**src/rtl/keypad_encoder_sync.sv**
```systemverilog
// Clocked keypad encoder for the microwave front panel.
// Synchronises and debounces raw one-hot keypad lines, then emits one key code
// with a one-cycle active-low load strobe per accepted press. Multi-key presses
// are rejected, and a key that stays held never repeats.
module keypad_encoder_sync #(
  parameter int NUM_KEYS        = 10,
  parameter int CODE_W          = 4,
  parameter int DEBOUNCE_CYCLES = 4,
  parameter int CNT_W           = 3
) (
  input  logic                clk,
  input  logic                resetn,
  input  logic [NUM_KEYS-1:0] keypad,
  input  logic                enablen,
  output logic [CODE_W-1:0]   D,
  output logic                loadn,
  output logic                busy,
  output logic                err_multi
);

  typedef enum logic [1:0] {
    IDLE         = 2'd0,
    DEBOUNCE     = 2'd1,
    LOAD         = 2'd2,
    WAIT_RELEASE = 2'd3
  } state_t;

  // The count that closes a debounce interval. A press starts at 1, so this
  // value is reached after DEBOUNCE_CYCLES matching samples.
  localparam logic [CNT_W-1:0] CNT_LAST = CNT_W'(DEBOUNCE_CYCLES - 1);

  state_t              state, state_n;
  logic [CNT_W-1:0]    cnt, cnt_n;
  logic [NUM_KEYS-1:0] snap, snap_n;
  logic [CODE_W-1:0]   code_n;
  logic                loadn_n;
  logic                err_n;
  logic [NUM_KEYS-1:0] sync_p0, sync_p1;
  logic [NUM_KEYS-1:0] kp_s;

  // Returns the index of the highest set bit. The caller ensures that exactly
  // one bit is set.
  function automatic logic [CODE_W-1:0] encode(input logic [NUM_KEYS-1:0] v);
    logic [CODE_W-1:0] idx;
    idx = '0;
    for (int k = 0; k < NUM_KEYS; k++) begin
      if (v[k]) idx = CODE_W'(k);
    end
    return idx;
  endfunction

  // True when exactly one key line is active.
  function automatic logic one_hot(input logic [NUM_KEYS-1:0] v);
    return (v != '0) && ((v & (v - NUM_KEYS'(1))) == '0);
  endfunction

  assign kp_s = sync_p1;
  assign busy = (state != IDLE);

  // Two-flop synchroniser for the asynchronous key lines.
  always_ff @(posedge clk or negedge resetn) begin
    if (!resetn) begin
      sync_p0 <= '0;
      sync_p1 <= '0;
    end else begin
      sync_p0 <= keypad;
      sync_p1 <= sync_p0;
    end
  end

  // State, debounce counter, snapshot and registered outputs.
  always_ff @(posedge clk or negedge resetn) begin
    if (!resetn) begin
      state     <= IDLE;
      cnt       <= '0;
      snap      <= '0;
      D         <= '0;
      loadn     <= 1'b1;
      err_multi <= 1'b0;
    end else begin
      state     <= state_n;
      cnt       <= cnt_n;
      snap      <= snap_n;
      D         <= code_n;
      loadn     <= loadn_n;
      err_multi <= err_n;
    end
  end

  // Next-state and next-output logic. A high enablen overrides every transition.
  always_comb begin
    state_n = state;
    cnt_n   = cnt;
    snap_n  = snap;
    code_n  = D;
    loadn_n = 1'b1;
    err_n   = err_multi;
    if (enablen) begin
      state_n = IDLE;
      cnt_n   = '0;
      err_n   = 1'b0;
    end else begin
      case (state)
        IDLE: begin
          if (kp_s != '0) begin
            state_n = DEBOUNCE;
            snap_n  = kp_s;
            cnt_n   = CNT_W'(1);
          end
        end
        DEBOUNCE: begin
          if (kp_s == snap) begin
            if (cnt == CNT_LAST) begin
              if (one_hot(snap)) begin
                state_n = LOAD;
                code_n  = encode(snap);
                loadn_n = 1'b0;
              end else begin
                state_n = WAIT_RELEASE;
                err_n   = 1'b1;
                cnt_n   = '0;
              end
            end else begin
              cnt_n = cnt + CNT_W'(1);
            end
          end else if (kp_s == '0) begin
            state_n = IDLE;
          end else begin
            snap_n = kp_s;
            cnt_n  = CNT_W'(1);
          end
        end
        LOAD: begin
          state_n = WAIT_RELEASE;
          cnt_n   = '0;
        end
        WAIT_RELEASE: begin
          if (kp_s == '0) begin
            if (cnt == CNT_LAST) begin
              state_n = IDLE;
              err_n   = 1'b0;
              cnt_n   = '0;
            end else begin
              cnt_n = cnt + CNT_W'(1);
            end
          end else begin
            cnt_n = '0;
          end
        end
        default: state_n = IDLE;
      endcase
    end
  end

endmodule

```
**config.mk**
```make
export PLATFORM = sky130hd
export DESIGN_NAME = keypad_encoder_sync
export DESIGN_NICKNAME = d
export VERILOG_FILES = /design/src/rtl/keypad_encoder_sync.sv
export SDC_FILE = /design/constraint.sdc
export NUM_CORES = 1
export LEC_CHECK = 0
export CORE_MARGIN = 5
export CORE_UTILIZATION = 55
export CTS_CLUSTER_DIAMETER = 150
export DETAILED_ROUTE_END_ITERATION = 12
export DONT_BUFFER_PORTS = 1
export GPL_ROUTABILITY_DRIVEN = 0
export PLACE_DENSITY_LB_ADDON = 0.3
export SYNTH_ARGS = -nofsm -noshare
export SYNTH_HDL_FRONTEND = slang
export SYNTH_SLANG_ARGS = --single-unit
```
**constraint.sdc**
```tcl
create_clock -name clk -period 3.3 [get_ports clk]
set_input_delay 0.825 -clock clk [delete_from_list [all_inputs] [get_ports clk]]
set_output_delay 0.825 -clock clk [all_outputs]
set_load 0.05 [all_outputs]
```
==> flow_summary.yaml, run 1 <==
setup_path:
  crit_type: "reg2reg"
  reg2reg_depth: 5
  critPathRequiredTime_ns: 3.55
  critical_path.max_fanout: 7
  rrSetupSlack_ns: 0.82
  rr_startpoint: "snap[1]"
  end_kind: "flop"
  start_kind: "flop"
  cp-endpoint: "D[1]"
  crit_path_start: "snap[1]"
  r2r-end: "D[1]"
  cp.arrival_ns: 2.73
routing:
  routed_wl_mm: 2.94
  drt_iter0_drc: 85
  via_count: 1162
  drcViolationCount: 0
  routed_via_density: 5.93
  final_antenna_net_count: 0
  routedWlPerCell_um: 15.0
  drt_pass1_iterations: 5
global_route:
  grt_pass1_wl_mm: 5.22
  track_usage: 0.160
  overflow: 0
  grt_pass1_vias: 1136
  grt_max_degree: 42
  antenna_found_initial: 0
sta:
  tightestPinTransition_ns: 0.509
  fin_skew_ns: 0.0135
  finalHoldViolCount: 0
  min_period_over_period: 0.752
  fmax_mhz: 403
  maxSlewHeadroom: 0.660
  timing.final.crit_period_ns: 2.48
  rsz0062_at_grt: "no"
  slew_viol_final: 0
  setup_tns_ns: 0
  worst_slack_ns: 0.818
  setup_violations: 0
pwr:
  cellLeakagePower_nw: 0.796
  power.density_mw_per_mm2: 513
  total_power_uw: 964
  p_comb_frac: 0.073
  clkPwrFrac: 0.343
  swShare: 0.246
  seq_power_share: 0.583
  ir_drop_v: 0.000388
  p_int_uw: 727
  net-switching-power_uw: 237
floorplanning:
  die_y_um: 66.8
  initial_utilization: 0.576
  core_mm2: 0.00308
  fp-row-count: 20
  dieArea_mm2: 0.00446
  die_w_um: 66.8
  io-pin-count: 20
synth:
  synth_area_mm2: 0.00177
  syn_area_per_cell_um2: 11.9
  yosysSeqAreaShare: 0.579
  synth_nets: 163
  synthCells: 149
  ys_seq_elements: 41
  ys_warn_count: 0
  yosysUniqueCellTypes: 40
run:
  maxCapViolCount: 0
cells_and_area:
  final_cell_mix: "dfrtp_1 (40), nor2_1 (11), xor2_1 (10), mux2_2 (10), nand2_1 (9)"
  nets: 165
  syn2layout_area_growth_pct: 5.85
  final_common_cell: "dfrtp_1"
  drive_gt1_frac: 0.151
  n_antenna_cell: 0
cts:
  cts_root_buffer: "clkbuf_4"
  cts_buffers: 5
  hold_buffers: 0
  insertion_delay_ns: 0.35
  cts_htree_levels: 2
  cts_setup_buffers: 0
  clk_pin_slew_worst_paths_ns: 0.13
  post_cts_resized: 0
  cts_tree: "built"
  clock_sinks: 41
  clockBufferDepth: 2
place:
  hpwl_mm: 2.11
  dpl_worst_slack_ns: 0.854
  numPortBuffers: 0
status:
  status: "complete, no violations"
min_path:
  hold_class: "in2async"
-- per-layer routing --
layer | share of wire | vias to the layer above | track usage
met2 | 0.49 | 37 | 0.246
met4 | 0.029 | 0 | 0.0838
met5 | 0 | - | 0
li1 | - | 539 | -
met3 | 0.043 | 10 | 0.0506
met1 | 0.43 | 576 | 0.200
-- critical path, stage by stage (launching register included) --
cell       delay, ns
dfrtp_1         0.47
or4_4           0.57
a2111oi_0       0.42
nor3_1          0.13
and4bb_1        0.45
mux2_1          0.35
-- power by group through the flow --
stage | registers [mW] | logic, mW | clock network (mW)
floorplan | 0.558 | 0.0689 | 0
global placement | 0.570 | 0.0673 | 0
detailed placement | 0.572 | 0.0703 | 0
CTS | 0.562 | 0.0709 | 0.342
global route | 0.569 | 0.0780 | 0.372
finish | 0.562 | 0.0708 | 0.331
-- Yosys cell counts, drive strengths merged --
library cell / number / area, um2
nor4: 5 / 31.3
a31oi: 2 / 12.5
or4: 3 / 30.0
nor3b: 2 / 15.0
nor3: 1 / 5.00
a21oi: 4 / 20.0
o21a: 1 / 7.51
a2111oi: 2 / 17.5
o2bb2ai: 1 / 8.76
a32o: 1 / 10.0
nor2b: 1 / 6.26
nor2: 11 / 41.3
maj3: 1 / 10.0
ha: 1 / 12.5
nand2b: 2 / 12.5
and4: 2 / 17.5
or3: 2 / 12.5
o21bai: 2 / 15.0
nand4: 2 / 12.5
a31o: 2 / 17.5
nand3b: 1 / 7.51
and2: 1 / 6.26
mux2: 13 / 146
o21ai: 9 / 45.0
nand3: 2 / 10.0
nand2: 9 / 33.8
clkbuf: 2 / 7.51
dfstp: 1 / 26.3
inv: 5 / 18.8
dfrtp: 40 / 1000
and4bb: 1 / 12.5
a32oi: 1 / 8.76
buf: 3 / 27.5
xor2: 10 / 87.6
or2: 2 / 12.5
a21o: 1 / 7.51
-- flip-flops by register name, summed over array words and instances, names as in the netlist --
register   flops
kp_s          10
snap          10
sync_p0       10
D              4
cnt            3
state          2
err_multi      1
loadn          1
-- final cells by class --
cell class / count / area [um2]
clock buffers: 5 / 37.5
clock inverters: 3 / 46.3
fillers: 273 / 1200
inverters: 5 / 18.8
multi-input cells: 98 / 693
flip-flops and latches: 41 / 1030
well taps: 44 / 55.1
-- how the worst min path moves through the flow --
stage                    to       start  slack [ns]  cells after the start
floorplan           kp_s[0]  sync_p0[0]        0.33                      0
global placement    kp_s[8]  sync_p0[8]        0.33                      0
detailed placement  kp_s[7]  sync_p0[7]        0.33                      0
CTS                    D[2]      resetn        0.13                      0
global route         cnt[1]      resetn        0.10                      0
finish                 D[2]      resetn        0.14                      0
-- stage by stage --
stage | hold slack, ns | instance area, um2 | cells | util
global route | 0.105 | 1880 | 196 | 0.610
finish | 0.143 | 1880 | 196 | 0.610
detailed placement | 0.335 | 1790 | 188 | 0.583
global placement | 0.331 | 1790 | 188 | 0.583
floorplan | 0.331 | 1770 | 149 | -
CTS | 0.127 | 1880 | 196 | 0.610
-- cells by family (layout without fill, tap and decap cells) --
| group | count (synthesis) | after routing | share of synthesized area |
|---|---|---|---|
| flip-flops | 41 | 41 | 0.579 |
| multiplexers | 13 | 13 | 0.0825 |
| buffers and inverters | 10 | 13 | 0.0303 |
| AND/OR/NAND/NOR | 47 | 47 | 0.150 |
| AO/OA/AOI/OAI | 26 | 26 | 0.0959 |
| XOR/XNOR | 10 | 10 | 0.0494 |
| adder cells (fa/ha/maj) | 2 | 2 | 0.0127 |
(Power assumes the default switching activity.)
==> run 2, diff against run 1 <==
clock period = 2.4 ns   (was 3.3 ns; I/O delays follow)
==> run 2 against run 1 <==
Power is 45% higher. Die area did not move. Fmax up 6.1%. Clock power up 41%.
==> flow_summary.yaml, run 2 (synthesis results as in run 1) <==
pwr:
  clkPwrFrac: 0.336
  ir_drop_v: 0.000513
  p_int_mw: 1.06
  seq_power_share: 0.541
  swShare: 0.241
  p_comb_frac: 0.123
  power.density_mw_per_mm2: 685
  total_power_mw: 1.39
  net-switching-power_uw: 336
  cellLeakagePower_nw: 0.879
run:
  maxCapViolCount: 0
sta:
  fin_skew_ns: 0.0114
  worst_slack_ns: 0.0614
  fmax_mhz: 428
  tightestPinTransition_ns: 0.545
  whs_ns: 0.0670
  maxSlewHeadroom: 0.633
  min_period_over_period: 0.974
  timing.final.crit_period_ns: 2.34
  setup_tns_ns: 0
  setup_violations: 0
  slew_viol_final: 0
  finalHoldViolCount: 0
setup_path:
  cp_slowest_cell: "or4_4"
  critical_path.max_fanout: 7
  crit_chain: "or4_4 -> a2111oi_2 -> nor3_1 -> and4bb_4 -> mux2_1"
  crit_type: "reg2reg"
  critPathRequiredTime_ns: 2.64
  cp.arrival_ns: 2.58
  reg2reg_depth: 5
  start_kind: "flop"
  end_kind: "flop"
  max_stage_delay_ns: 0.59
cells_and_area:
  fillers: 240
  nets: 180
  final_common_cell: "dfrtp_1"
  syn2layout_area_growth_pct: 14.8
  finalNonFillerCells: 211
  n_antenna_cell: 0
  final_cell_mix: "dfrtp_1 (40), buf_4 (13), nor2_1 (11), xor2_1 (10), mux2_2 (10)"
  drive_gt1_frac: 0.246
cts:
  clockBufferDepth: 2
  clock_sinks: 41
  cts_root_buffer: "clkbuf_4"
  cts_tree: "built"
  insertion_delay_ns: 0.35
  cts_htree_levels: 2
  cts_buffers: 5
  clk_pin_slew_worst_paths_ns: 0.13
floorplanning:
  dieArea_mm2: 0.00446
  io-pin-count: 20
  fp-row-count: 20
  die_y_um: 66.8
  core_mm2: 0.00308
  die_w_um: 66.8
  initial_utilization: 0.576
status:
  status: "complete, no violations"
routing:
  top_layer_used: "met4"
  final_antenna_net_count: 0
  routedWlPerCell_um: 14.7
  drt_pass1_iterations: 4
  drt_iter0_drc: 50
  drcViolationCount: 0
  wl_met2_mm: 1.48
  routed_wl_mm: 3.10
  met3_length_um: 133
  routed_via_density: 5.55
  via_count: 1172
  wl_met1_mm: 1.44
global_route:
  grt_pass1_vias: 1203
  track_usage: 0.168
  grt_pass1_wl_mm: 5.58
  grt_max_degree: 41
  antenna_found_initial: 0
  overflow: 0
place:
  place_inst: 201
  dpl_worst_slack_ns: -0.00279
  hpwl_mm: 2.17
  numPortBuffers: 0
min_path:
  hold_class: "in2async"
-- run 2: changes by cell type in the layout (fill, tap and decap cells not counted), sizes merged --
cell	change
buf	+15
clkbuf	+1
clkinv	-1
-- run 2: area by class of cell --
type / instances / area (um2) / area share
multi-input cells: 98 / 709 / 0.348
repair buffers: 15 / 138 / 0.0676
flip-flops and latches: 41 / 1030 / 0.504
clock inverters: 2 / 37.5 / 0.0184
clock buffers: 6 / 51.3 / 0.0252
inverters: 5 / 18.8 / 0.00921
well taps: 44 / 55.1 / 0.0270
-- run 2: path summary, 6_finish.rpt --
| kind | start | end | slack, ns |
|---|---|---|---|
| min in group clk | keypad[4] | sync_p0[4] | 0.27 |
| setup reg to reg | snap[0] | D[3] | 0.06 |
| setup / recovery | snap[0] | D[3] | 0.06 |
| hold reg to reg | sync_p0[7] | kp_s[7] | 0.36 |
| max in group asynchronous | resetn | kp_s[5] | 2.13 |
| hold / removal | resetn | state[1] | 0.07 |
-- run 2: metrics by stage --
step | instance area (um2) | util
2_1_floorplan | 1770 | -
3_3_place_gp | 1900 | 0.619
3_5_place_dp | 1900 | 0.619
4_1_cts | 2010 | 0.654
5_1_grt | 2040 | 0.662
6_report | 2040 | 0.662
-- run 2: critical path: cells and delay by family, from the launching register on --
kind,cells,cell delay [ns]
AOI/OAI and AO/OA,1,0.40
DFF,1,0.40
muxes,1,0.34
and+or+nand+nor,3,1.11
-- run 2: what timing repair did --
action,4_1_cts,5_1_grt
endpoints found under the setup margin,3,5
pin swaps,0,1
resized for setup,1,5
hold buffers,1,0
buffers inserted,0,1
endpoints found under the hold margin,40,0
gates cloned,0,0
-- run 2: metal layers --
metal / global-route usage / up-vias
met5: 0 / -
met4: 0.0609 / 0
met3: 0.0489 / 6
met2: 0.259 / 27
met1: 0.224 / 575
li1: - / 564
-- run 2: power groups by stage --
stage	Clock (mW)	Combinational (mW)	Sequential, mW
CTS	0.478	0.163	0.755
floorplan	0	0.0948	0.768
detailed placement	0	0.146	0.769
finish	0.468	0.171	0.755
global placement	0	0.141	0.766
global route	0.516	0.192	0.761
